$ cat config.mk
export PLATFORM = sky130hd
export DESIGN_NAME = flash_fetch
export DESIGN_NICKNAME = d
export VERILOG_FILES = /design/src/rtl/flash_fetch.sv
export SDC_FILE = /design/constraint.sdc
export NUM_CORES = 1
export LEC_CHECK = 0
export CAP_MARGIN = 20
export CORE_MARGIN = 8
export CORE_UTILIZATION = 30
export DETAILED_ROUTE_END_ITERATION = 7
export DONT_BUFFER_PORTS = 1
export SYNTH_ARGS = -nofsm -noshare
export SYNTH_HDL_FRONTEND = slang
export SYNTH_SLANG_ARGS = --single-unit
$ cat constraint.sdc
create_clock -name sclk -period 4.5 [get_ports sclk]
set_clock_uncertainty 0.15 [all_clocks]
set_input_delay 0.225 -clock sclk [delete_from_list [all_inputs] [get_ports sclk]]
set_output_delay 0.225 -clock sclk [all_outputs]
set_load 0.05 [all_outputs]
$ cat src/rtl/flash_fetch.sv
// flash_fetch: byte-read front end for the serial flash reader.
// Serves CPU/loader byte requests (req/ack) from one line buffer of
// LINE_BYTES consecutive flash bytes. On a miss it refills the aligned line
// one byte at a time through the SPI read engine, then acknowledges.
//
// Ports
//   sclk, rst        clock (rising edge), async active-high reset
//   req_i, addr_i    byte request (level, held until ack) and byte address
//   flush_i          single-cycle pulse, invalidates the line buffer
//   ack_o, rdata_o   one-cycle ack; rdata holds until the next ack
//   busy_o           high while a line refill is in progress
//   spi_ready_o      start request to the SPI reader
//   spi_address_o    byte address for the SPI reader
//   spi_data_i       byte returned by the SPI reader
//   spi_cs_i         SPI chip select, 0 = transaction in flight
//
// state     | meaning
// IDLE      | waiting for a request; hits answered directly from the line
// WAIT_LOW  | spi_ready raised, waiting for the reader to drop cs
// WAIT_HIGH | byte transfer in flight, waiting for cs to rise
// DONE      | ack cycle; req ignored so a late-dropping req cannot retrigger
module flash_fetch #(
   parameter int LINE_BYTES = 4
) (
   input  logic        sclk,
   input  logic        rst,
   input  logic        req_i,
   input  logic [15:0] addr_i,
   input  logic        flush_i,
   output logic        ack_o,
   output logic [7:0]  rdata_o,
   output logic        busy_o,
   output logic        spi_ready_o,
   output logic [15:0] spi_address_o,
   input  logic [7:0]  spi_data_i,
   input  logic        spi_cs_i
);

   localparam int IDX_W = (LINE_BYTES > 1) ? $clog2(LINE_BYTES) : 1;
   localparam logic [15:0]      OFS_MASK = 16'(LINE_BYTES - 1);
   localparam logic [IDX_W-1:0] LAST_IDX = IDX_W'(LINE_BYTES - 1);

   typedef enum logic [1:0] {IDLE, WAIT_LOW, WAIT_HIGH, DONE} state_t;

   state_t           state_q, state_d;
   logic             valid_q, valid_d;
   logic [15:0]      tag_q, tag_d;
   logic [7:0]       line_q [LINE_BYTES];
   logic [7:0]       line_d [LINE_BYTES];
   logic [IDX_W-1:0] idx_q, idx_d;
   logic [IDX_W-1:0] off_q, off_d;
   logic             flush_pend_q, flush_pend_d;
   logic             ack_q, ack_d;
   logic [7:0]       rdata_q, rdata_d;
   logic             busy_q, busy_d;
   logic             spi_ready_q, spi_ready_d;
   logic [15:0]      spi_address_q, spi_address_d;

   logic [15:0]      req_base;
   logic [IDX_W-1:0] req_off;
   logic             hit;

   assign req_base = addr_i & ~OFS_MASK;
   assign req_off  = addr_i[IDX_W-1:0] & LAST_IDX;
   assign hit      = valid_q && !flush_i && (req_base == tag_q);

   always_comb begin
      state_d       = state_q;
      valid_d       = valid_q;
      tag_d         = tag_q;
      line_d        = line_q;
      idx_d         = idx_q;
      off_d         = off_q;
      flush_pend_d  = flush_pend_q;
      ack_d         = 1'b0;
      rdata_d       = rdata_q;
      busy_d        = busy_q;
      spi_ready_d   = spi_ready_q;
      spi_address_d = spi_address_q;

      case (state_q)
         IDLE: begin
            if (req_i) begin
               if (hit) begin
                  ack_d   = 1'b1;
                  rdata_d = line_q[req_off];
                  state_d = DONE;
               end else begin
                  valid_d       = 1'b0;
                  tag_d         = req_base;
                  idx_d         = '0;
                  off_d         = req_off;
                  busy_d        = 1'b1;
                  spi_address_d = req_base;
                  spi_ready_d   = 1'b1;
                  state_d       = WAIT_LOW;
               end
            end else if (flush_i) begin
               valid_d = 1'b0;
            end
         end
         WAIT_LOW: begin
            if (flush_i) flush_pend_d = 1'b1;
            // Drop ready as soon as the reader starts so it cannot launch
            // a second transaction when it returns to idle.
            if (!spi_cs_i) begin
               spi_ready_d = 1'b0;
               state_d     = WAIT_HIGH;
            end
         end
         WAIT_HIGH: begin
            if (flush_i) flush_pend_d = 1'b1;
            if (spi_cs_i) begin
               line_d[idx_q] = spi_data_i;
               if (idx_q != LAST_IDX) begin
                  idx_d         = idx_q + IDX_W'(1);
                  spi_address_d = spi_address_q + 16'd1;
                  spi_ready_d   = 1'b1;
                  state_d       = WAIT_LOW;
               end else begin
                  // A flush arriving on the final capture cycle also counts.
                  valid_d = !(flush_pend_q || flush_i);
                  busy_d  = 1'b0;
                  ack_d   = 1'b1;
                  rdata_d = (off_q == LAST_IDX) ? spi_data_i : line_q[off_q];
                  state_d = DONE;
               end
            end
         end
         DONE: begin
            flush_pend_d = 1'b0;
            if (flush_i) valid_d = 1'b0;
            state_d = IDLE;
         end
         default: state_d = IDLE;
      endcase
   end

   always_ff @(posedge sclk or posedge rst) begin
      if (rst) begin
         state_q       <= IDLE;
         valid_q       <= 1'b0;
         tag_q         <= '0;
         line_q        <= '{default: '0};
         idx_q         <= '0;
         off_q         <= '0;
         flush_pend_q  <= 1'b0;
         ack_q         <= 1'b0;
         rdata_q       <= '0;
         busy_q        <= 1'b0;
         spi_ready_q   <= 1'b0;
         spi_address_q <= '0;
      end else begin
         state_q       <= state_d;
         valid_q       <= valid_d;
         tag_q         <= tag_d;
         line_q        <= line_d;
         idx_q         <= idx_d;
         off_q         <= off_d;
         flush_pend_q  <= flush_pend_d;
         ack_q         <= ack_d;
         rdata_q       <= rdata_d;
         busy_q        <= busy_d;
         spi_ready_q   <= spi_ready_d;
         spi_address_q <= spi_address_d;
      end
   end

   assign ack_o         = ack_q;
   assign rdata_o       = rdata_q;
   assign busy_o        = busy_q;
   assign spi_ready_o   = spi_ready_q;
   assign spi_address_o = spi_address_q;

endmodule

== Word-level counts from Yosys, hierarchy flattened ==
Index checks and enable logic that the tools add are counted.
Word-level totals
  output and inout bits: 27
  input port bits: 29
  word-level logic and storage cells: 114
  bits in registers: 81
Cells by class
  bitwise operators: 4
  muxes and demuxes: 53
  equal/unequal tests: 15
  $add $sub $neg: 2
  reductions and logical operators: 21
  magnitude comparators: 4
Operator list (number)
  $mux 8: 10
  $mux 16: 4
  $bmux 8 s2: 2
  $bwmux 32: 1
  $pmux 16 s2: 1
  $mux 2: 9
  $mux 1: 17
  $add 16x1->16 const B: 1
  $demux 8 s2: 1
  $ne 2x2->1 const B: 8
  $pmux 8 s2: 1
  $reduce_and 5->1: 3
  $eq 14x14->1: 1
  $ge 3x3->1 const B: 3
  $not 2->3: 3
  $pmux 2 s4: 1
  $eq 2x2->1 const B: 3
  $pmux 1 s2: 3
  $pmux 1 s3: 2
  $reduce_and 3->1: 2
  $reduce_and 6->1: 1
  $reduce_bool 3->1: 2
  $pmux 2 s2: 1
  $reduce_and 2->1: 2
  other kinds (13): 17

== Longest topological paths before layout ==
  word-level depth: 8
  depth in mapped cells: 11
  mapped depth without buffers: 8

== Worst setup path after synthesis ==
Ideal clock, no wire load.
  path type: reg2reg
  start point: reg state_q[0]
  end point: reg spi_address_q[6] (netlist: spi_address_o[6])
  cell stages (with the launch flop): 11
  required time: 4208 ps
  buffers on the path: 2
  period minus slack after synthesis: 2301 ps
  arrival time: 2009 ps
  setup slack: 2199 ps
  cell sequence: dfrtp_1 > inv_1 > ha_1 > inv_2 > nor4_2 > or3b_1 > o21a_1 > buf_6 > buf_6 > a21oi_2 > a31oi_1
On the way
  longest elaborated chain between the ends: 3
RTL lines
  start, declared: RTL line 45  | state_t state_q, state_d;
  start signal, assigned: RTL line 154  | state_q <= state_d;
  $eq 2x2->1 / $logic_not 2->1 (equally long branches): RTL line 81  | case (state_q)
  $ne 2x2->1 (no line) / $reduce_bool 2->1 (equally long branches)
  $reduce_and 5->1 (no line)
  end signal, assigned: RTL line 165  | spi_address_q <= spi_address_d;
  end, declared: RTL line 57  | logic [15:0] spi_address_q, spi_address_d;
Parallel ways exist; a longest one is shown, timed or not.
A chain may end at the register's enable or synchronous reset.

== Worst setup path in the final report ==
  start point: reg state_q[0]
  end point: reg spi_address_q[9] (netlist: spi_address_o[9])
Same word-level chain as after synthesis.

==> impl_metrics.csv <==
group,metric,value,unit
grt,grt_pass1_wl,18000,um
place,io_buffers,0,
critical_path,critPathMaxFanout,53,
layout,finish.instance_area,5080,um^2
grt,grt_max_degree,54,
synth,yosysSeqAreaShare,0.466,
synth,synth.distinct_cells,52,
synth,yosysTopAreaCell,"dfrtp_1",
clocking,cts.clk_slew.worst_paths,60,ps
pwr,p_per_area,730,nW/um^2
clocking,cts_buffers,9,
run_status,status,"finished clean",
clocking,cts-root-buf,"clkbuf_16",
clocking,numClockSinks,81,
synth,syn_area,4350,um^2
layout,layout_common_cells,"dfrtp_1 (81), mux2_2 (56), nand2_1 (51)",
layout,fill_cells,1406,
floorplan,die_height,136,um
timing,slew_headroom,0.345,
floorplan,initial_utilization,0.303,
synth,syn_area_per_cell,11.6,um^2
routing,vias,3075,
pwr,power.leakage,0.00211,uW
critical_path,cp_data_required_time,4560,ps
critical_path,setup.worst_path.end_class,"flop",
layout,post-route-util,0.354,
grt,track_usage,0.127,
synth,synth-seq-cells,81,
clocking,tritoncts,"built",
critical_path,max_stage_delay,840,ps
synth,ys_top_cells_by_area,"dfrtp_1 (47%), mux2_2 (14%), mux4_2 (8.3%), nand2_1 (4.4%), ha_1 (3.2%)",
layout,num_antenna_cells,0,
routing,avgRoutedWirePerCell,19.1,um
routing,wirelength,11200,um
clocking,cts_hold_buf,27,
synth,synth_top_cell_area_share,0.466,
synth,synth_cells,375,
min_path,hold_class,"in -> reg",
critical_path,path_cells,"inv_1, ha_2, nor2_1, nor3_2, and2_1, o21a_1, buf_4, mux2i_1, nand3_1",
synth,synthArstFlopShare,1.00,
synth,synth_edf_count,0,
layout,area_growth,16.7,%
routing,antenna_left,0,
clocking,cts_resized,0,
routing,drcViolationCount,0,
floorplan,fp-row-count,44,
floorplan,core-area,14400,um^2
place,placed_area,4520,um^2
timing,timing.fmax,286,MHz
clocking,htree_num_levels,3,
critical_path,path_class,"reg -> reg",
critical_path,cp_slowest_cell,"ha_2",
timing,fin_ws,1000,ps
timing,tightest_slew,983,ps
run,maxCapViolCount,0,
timing,tns,0,ps
timing,finalCriticalPeriod,3500,ps
critical_path,crit_arrival,3560,ps
place,place_ws,1020,ps
timing,hold_viol,0,
place,gp_congestion,0.795,
routing,dr.first_iter.drc_count,199,
synth,syn-num-nets,415,
timing,finalSetupViolCount,0,
synth,synth.yosys.warnings,0,
layout,drive_gt1_frac,0.259,
layout,nets,440,
floorplan,pin_count,56,
synth,ys.flop_type,"dfrtp_1",
critical_path,critPathLaunchType,"flop",
layout,regArea,2030,um^2
grt,grt_overflow,0,
floorplan,die_area,18600,um^2
layout,final_common_cell,"dfrtp_1",
clocking,post_cts_buffers,0,
timing,drv_slew,0,
clocking,clock_tree.buffer_depth,2,
grt,antenna_found_initial,0,
clocking,insertion_delay,340,ps
grt,grt_pass1_vias,3239,
layout,multi_input_area,2210,um^2
timing,fin_crit_sh,0.778,
routing,drt-pass1-iter-count,6,
pwr,p_total,3710,uW
pwr,peakVddDrop,251,uV
routing,vias_per_cell,5.22,
floorplan,die_x,136,um
place,dpl.hpwl,7480,um
timing,rsz0062_at_grt,"false",
==> final cells by class <==
class,count,share of cell area
Timing Repair Buffer,30,0.0576
Multi-Input combinational cell,270,0.435
Clock buffer,11,0.0458
Inverter,8,0.00616
Tap cell,184,0.0453
Clock inverter,5,0.0111
Sequential cell,81,0.399
==> Yosys cell counts, drive strengths merged (3+ instances only) <==
cell / number
dfrtp: 81
mux2: 57
nand2: 52
a21oi: 22
nand3: 20
mux4: 16
o21ai: 13
ha: 11
nor2: 9
nor2b: 9
buf: 8
clkbuf: 8
o22ai: 8
inv: 7
xnor2: 7
a31oi: 4
nand2b: 4
nand4: 4
nor3: 4
nor4: 4
xor2: 3
==> worst max-delay path, delay by kind of cell (launching register included) <==
kind	cells	cell delay [ps]
mux	1	200
buf+inv	2	440
compound gates	1	450
fa+ha+maj	1	840
simple gates	4	850
flops	1	440
==> state kept, by name, indices dropped and copies added (netlist names) <==
signal and cells:
line_q 32, off_q 2, spi_address_o 16, tag_q 14
rdata_o 8, busy_o 1, ack_o 1, valid_q 1
spi_ready_o 1, state_q 2, idx_q 2, flush_pend_q 1
==> metal layers <==
| layer | routed length (um) | share of wire | track usage | up-vias |
|---|---|---|---|---|
| met3 | 946 | 0.084 | 0.0440 | 16 |
| li1 | - | - | - | 1413 |
| met2 | 5330 | 0.47 | 0.200 | 100 |
| met4 | 176 | 0.016 | 0.0494 | 0 |
| met5 | 0 | 0 | 0 | - |
| met1 | 4800 | 0.43 | 0.155 | 1546 |
==> through the flow <==
stage	hold WS [ps]	instances
after global routing	60.8	589
after global placement	81.7	546
after floorplan	164	375
after CTS	43.5	589
after detailed placement	88.2	546
final	69.7	589
==> report_power, final <==
| group | switching [uW] | total (uW) | internal, uW |
|---|---|---|---|
| registers | 672 | 1700 | 1030 |
| logic | 616 | 1280 | 665 |
| clock network | 298 | 728 | 429 |
| total | 1590 | 3710 | 2120 |
==> worst paths after layout <==
kind                             from                to  slack [ps]  cells after the start
max                        state_q[0]  spi_address_o[9]        1000                      9
min                          spi_cs_i        state_q[1]          70                      2
max reg2reg                state_q[0]  spi_address_o[9]        1000                      9
min reg2reg                 line_q[5]         line_q[5]         360                      1
max in group asynchronous         rst         tag_q[10]        2880                      3
min in group asynchronous         rst        rdata_o[1]         280                      2
==> logic make-up after synthesis <==
family                   Yosys count  share of synthesized area
multiplexers                      75                      0.235
AND/OR/NAND/NOR                  116                      0.134
buffers and inverters             24                     0.0276
AO/OA/AOI/OAI                     58                     0.0868
adder cells (fa/ha/maj)           11                     0.0316
flip-flops                        81                      0.466
XOR/XNOR                          10                     0.0201
Power figures use the tool's default switching activity.
